==> src/rtl/instr_seq_pkg.sv <==
// Shared types and constants for the instruction sequencer and its program memory.
package instr_seq_pkg;

    typedef enum logic [1:0] {
        IDLE,
        ISSUE,
        HOLD,
        DONE
    } seq_state_t;

    // addi x0, x0, 0
    localparam logic [31:0] NOP_INSTR = 32'h0000_0013;

    localparam logic [6:0] OP_IMM = 7'b0010011;
    localparam logic [6:0] OP     = 7'b0110011;
    localparam logic [6:0] STORE  = 7'b0100011;

endpackage

==> src/rtl/seq_prog_mem.sv <==
// DEPTH x XLEN storage with one synchronous write port and one asynchronous read port.
module seq_prog_mem #(
    parameter int XLEN  = 32,
    parameter int DEPTH = 16
) (
    input  logic                     clk,
    input  logic                     we,
    input  logic [$clog2(DEPTH)-1:0] waddr,
    input  logic [XLEN-1:0]          wdata,
    input  logic [$clog2(DEPTH)-1:0] raddr,
    output logic [XLEN-1:0]          rdata
);

    logic [XLEN-1:0] mem [DEPTH];

    // Contents are deliberately left uninitialised across reset.
    always_ff @(posedge clk) begin
        if (we) begin
            mem[waddr] <= wdata;
        end
    end

    assign rdata = mem[raddr];

endmodule

==> src/rtl/instr_sequencer.sv <==
// Issues a stored program to the core over valid/ready, holding each instruction for HOLD_CYCLES.
// Optional result checking against an expected-result memory: define INSTR_SEQUENCER_CHECK_EN.
module instr_sequencer #(
    parameter int              XLEN        = 32,
    parameter int              DEPTH       = 16,
    parameter int              HOLD_CYCLES = 2,
    parameter logic [XLEN-1:0] NOP_INSTR   = XLEN'(instr_seq_pkg::NOP_INSTR)
) (
    input  logic                     clk,
    input  logic                     reset,
    input  logic                     load_we,
    input  logic [$clog2(DEPTH)-1:0] load_addr,
    input  logic [XLEN-1:0]          load_data,
    input  logic [$clog2(DEPTH):0]   prog_len,
    input  logic                     loop_en,
    input  logic                     start,
    input  logic                     abort,
    output logic [XLEN-1:0]          instr,
    output logic                     instr_valid,
    input  logic                     instr_ready,
    input  logic [XLEN-1:0]          result,
    output logic [XLEN-1:0]          last_result,
    output logic [$clog2(DEPTH)-1:0] pc_idx,
    output logic                     busy,
    output logic                     done,
    output logic [15:0]              issued_cnt
`ifdef INSTR_SEQUENCER_CHECK_EN
    ,
    input  logic                     exp_we,
    input  logic [XLEN-1:0]          exp_data,
    output logic                     mismatch,
    output logic [$clog2(DEPTH)-1:0] err_idx
`endif
);

    import instr_seq_pkg::*;

    localparam int AW  = $clog2(DEPTH);
    localparam int LW  = AW + 1;
    localparam int HCW = $clog2(HOLD_CYCLES + 1);
    localparam logic [LW-1:0] DEPTH_L = LW'(DEPTH);

    seq_state_t      state;
    seq_state_t      state_nxt;
    logic [LW-1:0]   len;
    logic            loop;
    logic [HCW-1:0]  hold_cnt;
    logic [XLEN-1:0] prog_rdata;
    logic            idle;
    logic            accept;
    logic            hold_last;
    logic            last_idx;
    logic            capture;

    assign idle      = (state == IDLE);
    assign accept    = idle && start && !abort;
    assign hold_last = (state == HOLD) && (hold_cnt == HCW'(1));
    assign last_idx  = ({1'b0, pc_idx} == (len - LW'(1)));
    assign capture   = hold_last && !abort;

    seq_prog_mem #(
        .XLEN  (XLEN),
        .DEPTH (DEPTH)
    ) u_prog_mem (
        .clk   (clk),
        .we    (load_we && idle),
        .waddr (load_addr),
        .wdata (load_data),
        .raddr (pc_idx),
        .rdata (prog_rdata)
    );

    always_ff @(posedge clk or negedge reset) begin
        if (!reset) begin
            state <= IDLE;
        end else begin
            state <= state_nxt;
        end
    end

    always_comb begin
        state_nxt = state;
        if (abort) begin
            state_nxt = IDLE;
        end else begin
            unique case (state)
                IDLE: begin
                    if (start) begin
                        state_nxt = (prog_len == '0) ? DONE : ISSUE;
                    end
                end
                ISSUE: begin
                    if (instr_ready) begin
                        state_nxt = HOLD;
                    end
                end
                HOLD: begin
                    if (hold_last) begin
                        state_nxt = (last_idx && !loop) ? DONE : ISSUE;
                    end
                end
                DONE:    state_nxt = IDLE;
                default: state_nxt = IDLE;
            endcase
        end
    end

    always_comb begin
        instr       = NOP_INSTR;
        instr_valid = 1'b0;
        busy        = 1'b1;
        done        = 1'b0;
        unique case (state)
            IDLE:  busy = 1'b0;
            ISSUE: begin
                instr       = prog_rdata;
                instr_valid = 1'b1;
            end
            HOLD:    instr = prog_rdata;
            DONE:    done  = 1'b1;
            default: busy  = 1'b0;
        endcase
    end

    always_ff @(posedge clk or negedge reset) begin
        if (!reset) begin
            pc_idx      <= '0;
            issued_cnt  <= '0;
            last_result <= '0;
            len         <= '0;
            loop        <= 1'b0;
            hold_cnt    <= '0;
        end else if (!abort) begin
            unique case (state)
                IDLE: begin
                    if (start && (prog_len != '0)) begin
                        len        <= (prog_len > DEPTH_L) ? DEPTH_L : prog_len;
                        loop       <= loop_en;
                        issued_cnt <= '0;
                        pc_idx     <= '0;
                    end
                end
                ISSUE: begin
                    if (instr_ready) begin
                        if (issued_cnt != '1) begin
                            issued_cnt <= issued_cnt + 16'd1;
                        end
                        hold_cnt <= HCW'(HOLD_CYCLES);
                    end
                end
                HOLD: begin
                    hold_cnt <= hold_cnt - HCW'(1);
                    if (hold_last) begin
                        last_result <= result;
                        if (!last_idx) begin
                            pc_idx <= pc_idx + AW'(1);
                        end else if (loop) begin
                            pc_idx <= '0;
                        end
                    end
                end
                default: ;
            endcase
        end
    end

`ifdef INSTR_SEQUENCER_CHECK_EN
    logic [XLEN-1:0] exp_rdata;

    seq_prog_mem #(
        .XLEN  (XLEN),
        .DEPTH (DEPTH)
    ) u_exp_mem (
        .clk   (clk),
        .we    (exp_we && idle),
        .waddr (load_addr),
        .wdata (exp_data),
        .raddr (pc_idx),
        .rdata (exp_rdata)
    );

    // err_idx latches only the first mismatching index of a run.
    always_ff @(posedge clk or negedge reset) begin
        if (!reset) begin
            mismatch <= 1'b0;
            err_idx  <= '0;
        end else if (accept) begin
            mismatch <= 1'b0;
            err_idx  <= '0;
        end else if (capture && (result != exp_rdata)) begin
            mismatch <= 1'b1;
            if (!mismatch) begin
                err_idx <= pc_idx;
            end
        end
    end
`endif

endmodule
==> config.mk <==
export PLATFORM = sky130hd
export DESIGN_NAME = instr_sequencer
export DESIGN_NICKNAME = d
export VERILOG_FILES = /design/src/rtl/instr_seq_pkg.sv /design/src/rtl/seq_prog_mem.sv /design/src/rtl/instr_sequencer.sv
export SDC_FILE = /design/constraint.sdc
export NUM_CORES = 1
export LEC_CHECK = 0
export ABC_AREA = 1
export CAP_MARGIN = 30
export CORE_MARGIN = 2
export CORE_UTILIZATION = 61
export CTS_CLUSTER_SIZE = 8
export DETAILED_ROUTE_END_ITERATION = 12
export GPL_TIMING_DRIVEN = 0
export PLACE_DENSITY = 0.82
export SETUP_SLACK_MARGIN = 0.02
export SYNTH_ARGS = -nofsm -noshare
export SYNTH_HDL_FRONTEND = slang
export SYNTH_SLANG_ARGS = --single-unit
==> constraint.sdc <==
create_clock -name clk -period 4.3 [get_ports clk]
set_clock_uncertainty 0.15 [all_clocks]
set_input_delay 1.29 -clock clk [delete_from_list [all_inputs] [get_ports clk]]
set_output_delay 1.29 -clock clk [all_outputs]
set_load 0.005 [all_outputs]
==> impl_metrics.env <==
export IMPL_worstMarginPinSlew_ns=0.7896
export IMPL_drv_slew=0
export IMPL_avgSynthCellArea_sq_um=12.58
export IMPL_internal_power_mw=11.46
export IMPL_clkPwrFrac_pct=34.3
export IMPL_clkLatencyLatePin_ns=0.60
export IMPL_yosys_cell_count_top_type="edfxtp_1"
export IMPL_ff2ff_path_depth=7
export IMPL_grtUsageTotal_pct=35.42
export IMPL_overflow=0
export IMPL_syn2layout_area_growth_pct=24.27
export IMPL_netlist_area_sq_um=23380
export IMPL_crit_path_start_kind="flop"
export IMPL_synth_seq_area_share_pct=72.40
export IMPL_yosys_top_cells_area="edfxtp_1 (66%), nor2_1 (7.0%), dfrtp_1 (6.6%)"
export IMPL_dieHeight_um=199.8
export IMPL_portBuffers=166
export IMPL_synth_async_reset_ratio_pct=10.80
export IMPL_period_share_pct=102.0
export IMPL_clockRootBuffer="clkbuf_16"
export IMPL_violations="setup timing"
export IMPL_hp_class="flop to flop"
export IMPL_grt_setup_unrepaired="true"
export IMPL_synth_top_area_cell="edfxtp_1"
export IMPL_min_period_ns=4.385
export IMPL_path_delay_family="buffers and inverters"
export IMPL_cap_violations=0
export IMPL_syn_inst=1859
export IMPL_critPathMaxFanout=9
export IMPL_tns_ns=-0.1155
export IMPL_reg2reg_to="u_prog_mem.mem[4][9]"
export IMPL_cp_arrival_ns=2.95
export IMPL_hold_viol=0
export IMPL_cts_max_level=3
export IMPL_peakVddDrop_v=0.0003846
export IMPL_ys_warn_count=0
export IMPL_grt_pass1_wl_um=102700
export IMPL_synth_main_ff_cell="edfxtp_1"
export IMPL_num_rows=71
export IMPL_yosys_cell_types_count=35
export IMPL_layout_drive_gt1_share_pct=14.80
export IMPL_ant_nets=0
export IMPL_synth_common_cells="edfxtp_1 (512), nor2_1 (436), o21ai_0 (191)"
export IMPL_viasPerCell=6.557
export IMPL_status="complete, but fails checks"
export IMPL_clk_pin_slew_ns=0.05
export IMPL_core_sq_um=37670
export IMPL_p_sw_mw=5.221
export IMPL_fin_hold_ws_ns=0.3377
export IMPL_cp_required_ns=2.86
export IMPL_grt_max_degree=39
export IMPL_endpoint_kind="output pin"
export IMPL_path_cells="buf_8 -> inv_6 -> buf_12 -> bufbuf_16 -> buf_12 -> buf_4 -> nor2_1 -> o211ai_1 -> nand3_1 -> a21oi_2 -> dlygate4sd2_1"
export IMPL_initial_core_util_pct=62.07
export IMPL_slowest_delay_ns=0.42
export IMPL_slew_headroom_pct=47.23
export IMPL_path_common_cell="buf_12"
export IMPL_power_frac_seq_pct=38.3
export IMPL_crit_start="pc_idx[0]"
export IMPL_grt_pass1_vias=17640
export IMPL_fmaxAchievable_mhz=228.0
export IMPL_comb_power_share_pct=27.3
export IMPL_numCtsBuffers=81
export IMPL_ctsLongestPathBuffers=3
export IMPL_cpMaxStageDelayCell="dfrtp_2"
export IMPL_firstDrtPassIters=9
export IMPL_synth_edf_count=512
export IMPL_min_from="loop"
export IMPL_setup_ws_ns=-0.08504
export IMPL_routedWlPerCell_um=26.25
export IMPL_antenna_found_initial=1
export IMPL_worstSetupPathType="flop to output pin"
export IMPL_syn_nets=1947
export IMPL_p_leak_nw=10.28
export IMPL_nets=2229
export IMPL_io_pins=167
export IMPL_power_density_nw_per_um2=574.1
export IMPL_regToRegStartpoint="state[1]"
export IMPL_dp_hpwl_um=42430
export IMPL_synth_seq_cells=574
export IMPL_synth_top_area_share_pct=65.76
export IMPL_cts_tree="built"
export IMPL_routed_wl_um=70520
export IMPL_die_area_sq_um=39910
export IMPL_drc_errors=0
export IMPL_setup_violations=3
export IMPL_worst_hold_path_num_cells=2
export IMPL_drtIter0Drc=2625
export IMPL_die_w_um=199.8
export IMPL_gp_congestion=0.8853
export IMPL_num_vias=17620
export IMPL_cp_num_buf_inv=7
export IMPL_rrSetupSlack_ns=1.45
export IMPL_cts_sinks=574
export IMPL_min_to="loop"
export IMPL_switching_share_pct=31.30
worst max path at each step:
stage                        endpoint  slack, ns  cells past startpoint
2_1_floorplan    u_prog_mem.mem[4][0]       0.80                      4
3_3_place_gp   u_prog_mem.mem[15][14]      -1.34                      5
3_5_place_dp                instr[27]      -0.05                      7
4_1_cts                     instr[28]      -0.02                     11
5_1_grt                     instr[30]      -0.05                     11
6_report                    instr[30]      -0.09                     11
area by class of cell:
cell class                      count  area [sq um]
Clock buffer                      113          2190
Tap cell                          511         639.4
Antenna cell                        1         2.502
Sequential cell                   574         16930
Timing Repair Buffer              202          2235
Buffer                            113         975.9
Multi-Input combinational cell   1129          5889
Fill cell                        2118          8615
Clock inverter                      4         30.03
Inverter                           40         161.4
worst reg2reg max path, delay by kind of cell, from the launching register on:
family	cells	cell delay, ns
adders and majority gates	1	0.24
and+or+nand+nor	3	1.22
DFF	1	0.40
buffers and inverters	3	0.51
per-layer routing:
metal  global-route usage [%]  share of wire, %  vias up
met5                        0                 0        -
met4                    21.59               5.4        0
met3                    8.989                14      346
met2                    57.23                47     1642
met1                    43.38                34     8315
li1                         -                 -     7315
logic make-up after synthesis:
kind of cell | count (synthesis) | synth area share (%)
mux | 32 | 1.541
simple gates | 636 | 10.87
xor+xnor | 12 | 0.4496
fa+ha+maj | 8 | 0.4282
flops | 574 | 72.40
buf+inv | 156 | 3.425
compound gates | 441 | 10.89
cells in the final DEF, fill, tap and decap left out, types with 7 or more instances in the layout:
master	instances
dfrtp_1	60
buf_2	18
buf_12	21
nor2_4	16
clkbuf_2	35
ha_1	7
o211ai_1	124
o21ai_1	87
a21oi_2	26
clkdlybuf4s50_1	134
clkbuf_4	8
edfxtp_1	512
xor2_1	10
dlygate4sd2_1	20
clkbuf_16	83
buf_8	8
nor3_1	7
nand3_1	90
mux2_2	32
a21oi_1	8
dlymetal6s2s_1	8
o21ai_0	187
buf_6	17
inv_1	34
clkbuf_1	36
nand2_1	91
nor2_1	419
buf_4	24
buf_16	7
sequential cells by signal (all words and copies together) (netlist names):
name,flops
hold_cnt,2
len,5
loop,1
state,2
last_result,32
pc_idx,4
issued_cnt,16
u_prog_mem.mem,512
through the flow:
stage,worst slack (ns),power (mW),std cells,util [%],instance area (sq um)
CTS,-0.01740,16.42,2687,76.99,29000
global route,-0.05262,17.15,2687,77.13,29050
finish,-0.08504,16.68,2687,77.13,29050
detailed placement,-0.04664,10.42,2553,69.53,26190
global placement,-1.340,10.25,2536,68.18,25680
floorplan,0.8023,8.611,1859,-,23380
power groups by stage:
stage | combinational, mW | clock (mW) | sequential [mW]
global placement | 3.76 | 0 | 6.49
floorplan | 2.14 | 0 | 6.47
CTS | 4.35 | 5.69 | 6.39
detailed placement | 3.93 | 0 | 6.49
finish | 4.56 | 5.73 | 6.39
global route | 4.80 | 5.94 | 6.40
timing repair:
action / 4_1_cts / 5_1_grt
hold buffers: 0 / 0
gates resized for setup: 183 / 31
endpoints found under the setup margin: 32 / 14
pin swaps: 38 / 23
gates cloned: 2 / 0
setup buffers: 16 / 1
Power figures use the tool's default switching activity.
